### config.mk
export PLATFORM = sky130hd
export DESIGN_NAME = pipe_hazard_ctrl
export DESIGN_NICKNAME = d
export VERILOG_FILES = /design/src/rtl/pipe_ctrl_pkg.sv /design/src/rtl/pipe_fwd_unit.sv /design/src/rtl/pipe_hazard_ctrl.sv
export SDC_FILE = /design/constraint.sdc
export NUM_CORES = 1
export LEC_CHECK = 0
export CAP_MARGIN = 30
export CORE_MARGIN = 8
export CORE_UTILIZATION = 30
export CTS_CLUSTER_SIZE = 10
export DETAILED_ROUTE_END_ITERATION = 8
export GPL_TIMING_DRIVEN = 0
export MAX_ROUTING_LAYER = met4
export PLACE_DENSITY = 0.66
export SLEW_MARGIN = 20
export SYNTH_ARGS = -nofsm -noshare
export SYNTH_HDL_FRONTEND = slang
export SYNTH_SLANG_ARGS = --single-unit
### constraint.sdc
create_clock -name clk -period 2.65 [get_ports clk]
set_input_delay 0.6625 -clock clk [delete_from_list [all_inputs] [get_ports clk]]
set_output_delay 0.6625 -clock clk [all_outputs]
set_load 0.1 [all_outputs]
### src/rtl/pipe_ctrl_pkg.sv
// rtl/pipe_ctrl_pkg.sv - shared types and encodings for the pipeline hazard controller
package pipe_ctrl_pkg;

   typedef enum logic [1:0] {
      RUN      = 2'd0,
      MEM_WAIT = 2'd1,
      ERR      = 2'd2
   } state_t;

   localparam logic [1:0] FWD_RF      = 2'b00;
   localparam logic [1:0] FWD_W       = 2'b01;
   localparam logic [1:0] FWD_M       = 2'b10;
   localparam logic [1:0] RESULT_LOAD = 2'b01;
   localparam logic [4:0] X0          = 5'd0;

endpackage

### src/rtl/pipe_fwd_unit.sv
// rtl/pipe_fwd_unit.sv - E-stage operand forwarding select for one source register
module pipe_fwd_unit
   import pipe_ctrl_pkg::*;
(
   input  logic [4:0] RsE,
   input  logic [4:0] RdM,
   input  logic [4:0] RdW,
   input  logic       RegWriteM,
   input  logic       RegWriteW,
   output logic [1:0] Forward
);

   // Memory stage holds the younger result, so it wins over Writeback.
   always_comb begin
      Forward = FWD_RF;
      if (RegWriteM && (RdM != X0) && (RdM == RsE))
         Forward = FWD_M;
      else if (RegWriteW && (RdW != X0) && (RdW == RsE))
         Forward = FWD_W;
   end

endmodule

### src/rtl/pipe_hazard_ctrl.sv
// rtl/pipe_hazard_ctrl.sv - stall/flush/forward sequencer with memory-wait timeout
// Optional perf counters (StallCycles, FlushCount) are built when PIPE_PERF_CNT_EN is defined.
module pipe_hazard_ctrl
   import pipe_ctrl_pkg::*;
#(
   parameter int MEM_TIMEOUT = 64
`ifdef PIPE_PERF_CNT_EN
   , parameter int CNT_W = 32
`endif
)(
   input  logic       clk,
   input  logic       reset,
   input  logic [4:0] Rs1D,
   input  logic [4:0] Rs2D,
   input  logic [4:0] Rs1E,
   input  logic [4:0] Rs2E,
   input  logic [4:0] RdE,
   input  logic [1:0] ResultSrcE,
   input  logic       PCSrcE,
   input  logic [4:0] RdM,
   input  logic [4:0] RdW,
   input  logic       RegWriteM,
   input  logic       RegWriteW,
   input  logic       MemReqM,
   input  logic       MemReadyM,
   output logic       StallF,
   output logic       StallD,
   output logic       StallE,
   output logic       StallM,
   output logic       FlushD,
   output logic       FlushE,
   output logic       FlushW,
   output logic [1:0] ForwardAE,
   output logic [1:0] ForwardBE,
   output logic       Halt,
   output logic       MemErr
`ifdef PIPE_PERF_CNT_EN
   , output logic [CNT_W-1:0] StallCycles
   , output logic [CNT_W-1:0] FlushCount
`endif
);

   localparam int             CW      = $clog2(MEM_TIMEOUT + 1);
   localparam logic [CW-1:0]  CNT_MAX = CW'(MEM_TIMEOUT);

   state_t          state, state_n;
   logic [CW-1:0]   cnt, cnt_n;
   logic            lw_stall;
   logic            mem_wait;

   pipe_fwd_unit u_fwd_a (
      .RsE       (Rs1E),
      .RdM       (RdM),
      .RdW       (RdW),
      .RegWriteM (RegWriteM),
      .RegWriteW (RegWriteW),
      .Forward   (ForwardAE)
   );

   pipe_fwd_unit u_fwd_b (
      .RsE       (Rs2E),
      .RdM       (RdM),
      .RdW       (RdW),
      .RegWriteM (RegWriteM),
      .RegWriteW (RegWriteW),
      .Forward   (ForwardBE)
   );

   assign lw_stall = (ResultSrcE == RESULT_LOAD) && (RdE != X0) &&
                     ((RdE == Rs1D) || (RdE == Rs2D));
   assign mem_wait = MemReqM && !MemReadyM;

   always_ff @(posedge clk or posedge reset) begin
      if (reset) begin
         state <= RUN;
         cnt   <= '0;
      end else begin
         state <= state_n;
         cnt   <= cnt_n;
      end
   end

   always_comb begin
      state_n = state;
      cnt_n   = cnt;
      StallF  = 1'b0;
      StallD  = 1'b0;
      StallE  = 1'b0;
      StallM  = 1'b0;
      FlushD  = 1'b0;
      FlushE  = 1'b0;
      FlushW  = 1'b0;
      Halt    = (state == ERR);
      MemErr  = (state == ERR);

      case (state)
         RUN: begin
            if (mem_wait) begin
               state_n = MEM_WAIT;
               cnt_n   = CW'(1);
            end
         end
         MEM_WAIT: begin
            if (MemReadyM) begin
               state_n = RUN;
               cnt_n   = '0;
            end else if (cnt == CNT_MAX) begin
               state_n = ERR;
            end else begin
               cnt_n = cnt + CW'(1);
            end
         end
         ERR:     state_n = ERR;
         default: state_n = RUN;
      endcase

      // A branch held in E by a memory stall is flushed on the release cycle.
      if ((state == ERR) || mem_wait) begin
         StallF = 1'b1;
         StallD = 1'b1;
         StallE = 1'b1;
         StallM = 1'b1;
         FlushW = 1'b1;
      end else if (PCSrcE) begin
         FlushD = 1'b1;
         FlushE = 1'b1;
      end else if (lw_stall) begin
         StallF = 1'b1;
         StallD = 1'b1;
         FlushE = 1'b1;
      end
   end

`ifdef PIPE_PERF_CNT_EN
   always_ff @(posedge clk or posedge reset) begin
      if (reset) begin
         StallCycles <= '0;
         FlushCount  <= '0;
      end else begin
         if (StallF && (StallCycles != '1))
            StallCycles <= StallCycles + CNT_W'(1);
         if (FlushE && (FlushCount != '1))
            FlushCount <= FlushCount + CNT_W'(1);
      end
   end
`endif

endmodule

After elaboration in Yosys (flattened, before gate mapping) --
Index checks and enable logic that the tools add are counted.
Word-level totals: flip-flop bits (word level) 9, bits of input ports 44, word-level logic and storage cells 55
Cells by class: $add $sub $neg 1, equality and inequality tests 13, mux-type cells 20, reductions and logical operators 19
Operators with widths (count):
- $eq 5x5->1 | 6
- $mux 7 | 3
- $reduce_bool 5->1 | 3
- $pmux 7 s2 | 1
- $mux 1 | 10
- $mux 2 | 5
- $logic_and 1x1->1 | 9
- $add 7x1->7 const B | 1
- $eq 7x7->1 const B | 1
- $ne 3x3->1 const B | 2
- $pmux 2 s3 | 1
- $eq 2x1->1 const B | 2
- $reduce_and 3->1 | 1
- $eq 2x2->1 const B | 1
- $logic_not 2->1 | 1
- $logic_or 1x1->1 | 2
- $ne 2x2->1 const B | 1
- $reduce_and 2->1 | 1
- $reduce_bool 2->1 | 1
- $logic_not 1->1 | 1

Logic depth before layout (Yosys ltp) --
depth in word-level cells 6, mapped depth 6

By module --
From an unflattened synthesis, not the netlist that was laid out.
Unflattened totals: cells, all modules 123, area, all modules 1062.3 µm²
By module, submodules not included:
- pipe_hazard_ctrl | instances 1, cells an instance 83, area each 759.5 µm², sequential area each 225.2 µm²
- pipe_fwd_unit | instances 2, cells an instance 20, area each 151.4 µm², sequential area each 0.0 µm²

Worst setup path before layout --
Ideal clock, no wire load.
path type input-to-output, from in RdM[4], to out ForwardAE[0], arrival time 5868 ps, required time 1987 ps, slack -3880 ps, stages 4, buffers on the path 0, cells stage by stage xnor2_1 -> nand3_1 -> nor4_1 -> nor4_1
On the way: longest elaborated chain between the ends 4, elaborated cells between the ends (all ways) 5
RTL lines:
- from (decl) | RTL line pipe_hazard_ctrl.sv:20 | input logic [4:0] RdM,
- $reduce_bool 5->1 | RTL line pipe_fwd_unit.sv:16 | if (RegWriteM && (RdM != X0) && (RdM == RsE))
- $logic_and 1x1->1 | RTL line pipe_fwd_unit.sv:16
- $logic_and 1x1->1 (*) | RTL line pipe_fwd_unit.sv:16
- $mux 2 (*) | RTL line pipe_fwd_unit.sv:16
- to (decl) | RTL line pipe_hazard_ctrl.sv:33 | output logic [1:0] ForwardAE,
Every way passes the cells marked *; elsewhere a longest branch is shown, timed or not.

Worst setup path after layout --
from in RdM[0], to out ForwardAE[0]
The elaborated chain is that of the path after synthesis.

==> impl_metrics.ini <==
[grt]
grtUsageTotal_pct = 12.86
grt_pass1_vias = 1197
grt_pass1_wl_um = 5451
grt_antenna_before_repair = 0
grt_max_degree = 10
grt_overflow = 0

[yosys]
synth-seq-cells = 9
synth_cell_types = 38
syn-num-nets = 159
yosys_warnings = 0
async_flop_share_pct = 100.0
syn_area_um2 = 988.4
synth_top_area_cell = dfrtp_1
ys_seq_area_share_pct = 22.78
synth_area_leaders = dfrtp_1 (23%), xor2_1 (21%), xnor2_1 (5.3%), or4_1 (3.8%), nand3_1 (3.0%)
netlist.area_leader.share_pct = 22.78
synth_edf_count = 0
netlist_instances = 113
yosys_most_used_dff = dfrtp_1
postSynthAreaPerCell_um2 = 8.747

[clock_network]
clock_latency_ns = 0.27
htreeDepth = 1
path_clk_slew_ns = 0.07
cts_buffers = 3
cts_tree = yes
cts_sinks = 9
cts_buffer_depth = 2
hold_buffers = 0
root_buffer = clkbuf_4

[critical_path]
slowest_delay_ns = 0.52
start_kind = input pin
r2r_setup_slack_ns = 0.82
required_ns = 1.99
critical_path.cell_chain = buf_6 -> or4_4 -> o21ai_4 -> buf_6 -> nor4_4 -> nor4_4 -> buf_6
reg2reg_depth = 6
critPathSlowestCell = or4_4
crit_start = RdM[0]
r2r_end = cnt[2]
arrival_ns = 2.17
crit_type = in -> out
r2r-start = cnt[0]
worst_path_most_repeated_cell = buf_6
crit_fanout = 3
end_kind = primary output

[detailed_routing]
drt_iter0_drc = 66
first_pass_iters = 4
drc = 0
wl_um = 3460
vias = 1101
ant_nets = 0
avgRoutedWirePerCell_um = 15.24
vias_per_cell = 4.850

[hold_path]
holdPathStages = 1
hp-class = reg -> reg
worstHoldEndpoint = cnt[6]
hp-start = cnt[6]

[power]
power_density_nw_per_um2 = 289.3
irDropWorstVdd_mv = 0.09449
leakage_nw = 0.9247

[finish]
antenna_cells = 0
syn_to_final_growth_pct = 96.46
final_nets = 228
drive_above_1_share_pct = 44.20

[place]
io_buffers = 56
hpwl_um = 2775
pre_cts_ws_ns = -1.512
gp_congestion = 0.7584

[sta]
setup_slack_ns = -0.1782
tns_ns = -0.2722
slew_headroom_pct = 35.98
max_freq_mhz = 353.6
tightest_slew_ns = 0.9641
setup_viol = 2
rsz0062_at_grt = true
skew_ns = 0.007429
fin_crit_ns = 2.828
min_period_over_period_pct = 106.7
hold_viol_final = 0
maxSlewViolCount = 0

[die]
die_width_um = 73.40
dieArea_um2 = 5388
core-area_um2 = 3258
io_pins = 57
die_y_um = 73.40
start_util_pct = 30.34
num_rows = 21

[outcome]
failed_checks = negative setup slack
outcome = finished, violations left

[run]
cap_viol_max_count = 0
[synthesized netlist by cell type, drive strengths merged, types with 2 or more instances]
master	instances
xor2	24
dfrtp	9
inv	6
nand3	6
nor2	6
xnor2	6
or4	5
a21o	4
buf	4
nor2b	4
nor4	4
o21ai	4
o31ai	4
nor3	3
ha	2
nand2	2
nand2b	2
nor3b	2
o211ai	2
[power by group]
group	internal (mW)	switching [mW]
Clock	0.0582	0.0534
Sequential	0.145	0.00943
Combinational	0.136	0.160
Total	0.339	0.223
[per-layer routing]
metal	vias to the layer above	global-route usage, %	share of wire [%]
met5	-	-	0
met3	2	2.865	3.5
met4	0	0.6652	0.17
met1	522	14.72	40
li1	541	-	-
met2	36	23.24	56
[sequential cells by signal, summed over array words and instances (netlist names)]
register / count
cnt: 7
state: 2
[metrics by stage]
stage,instances,total power [mW],util [%],cell area (um2),hold slack [ns]
final,227,0.5618,59.60,1942,0.5557
after detailed placement,215,0.4370,54.92,1789,0.5165
after global routing,227,0.5947,59.60,1942,0.5710
after global placement,215,0.4318,54.92,1789,0.5058
after floorplan,113,0.3206,-,1171,0.4772
after CTS,224,0.5567,57.91,1887,0.5437
[what timing repair did]
action / 4_1_cts / 5_1_grt
pin swaps: 16 / 17
buffers inserted: 6 / 3
resized for setup: 152 / 54
setup endpoints to repair: 13 / 9
[critical path, delay by kind of cell]
family	cells	cell delay [ns]
buffers and inverters	3	0.49
AO/OA/AOI/OAI	1	0.16
AND/OR/NAND/NOR	3	0.85
[placed cells by master (no fill, tap or decap), types with 2 or more instances in the layout]
cell type / netlist / routed
a21o_1: 3 / 3
buf_12: 0 / 4
buf_2: 0 / 5
buf_4: 4 / 13
buf_6: 0 / 8
buf_8: 0 / 5
clkbuf_2: 0 / 5
clkbuf_4: 0 / 3
clkdlybuf4s15_1: 0 / 2
clkdlybuf4s50_1: 0 / 5
dfrtp_1: 9 / 9
dlygate4sd2_1: 0 / 16
dlymetal6s2s_1: 0 / 5
ha_1: 2 / 2
inv_1: 6 / 5
nand2_1: 2 / 2
nand2b_1: 2 / 2
nand3_1: 6 / 6
nor2_1: 5 / 4
nor2b_4: 0 / 3
nor3_2: 0 / 2
nor4_4: 0 / 4
o211ai_1: 2 / 2
o21ai_4: 0 / 3
o31ai_1: 4 / 3
or4_4: 0 / 5
xnor2_2: 0 / 6
xor2_1: 24 / 24
[worst max path at each step]
stage                         endpoint  depth (start not counted)
after floorplan           ForwardAE[0]                          4
after global placement    ForwardAE[0]                          6
after detailed placement  ForwardBE[0]                          6
after CTS                 ForwardAE[0]                          5
after global routing      ForwardAE[0]                          7
final                     ForwardAE[0]                          7
[area by class of cell]
type | count | area, um2
Sequential cell | 9 | 225.2
Inverter | 6 | 26.28
Clock buffer | 4 | 26.28
Multi-Input combinational cell | 94 | 940.9
Fill cell | 305 | 1316
Tap cell | 46 | 57.56
Buffer | 3 | 26.28
Timing Repair Buffer | 65 | 639.4
[cell families (layout without fill, tap and decap cells)]
family | count (synthesis) | in the layout | share of synthesized area (%)
and+or+nand+nor | 39 | 39 | 24.81
xor gates and xnor gates | 30 | 30 | 26.58
AOI/OAI and AO/OA | 22 | 22 | 16.96
buffers and inverters | 10 | 78 | 5.316
DFF | 9 | 9 | 22.79
adders and majority gates | 2 | 2 | 2.531
muxes | 1 | 1 | 1.013
(Power assumes the default switching activity.)
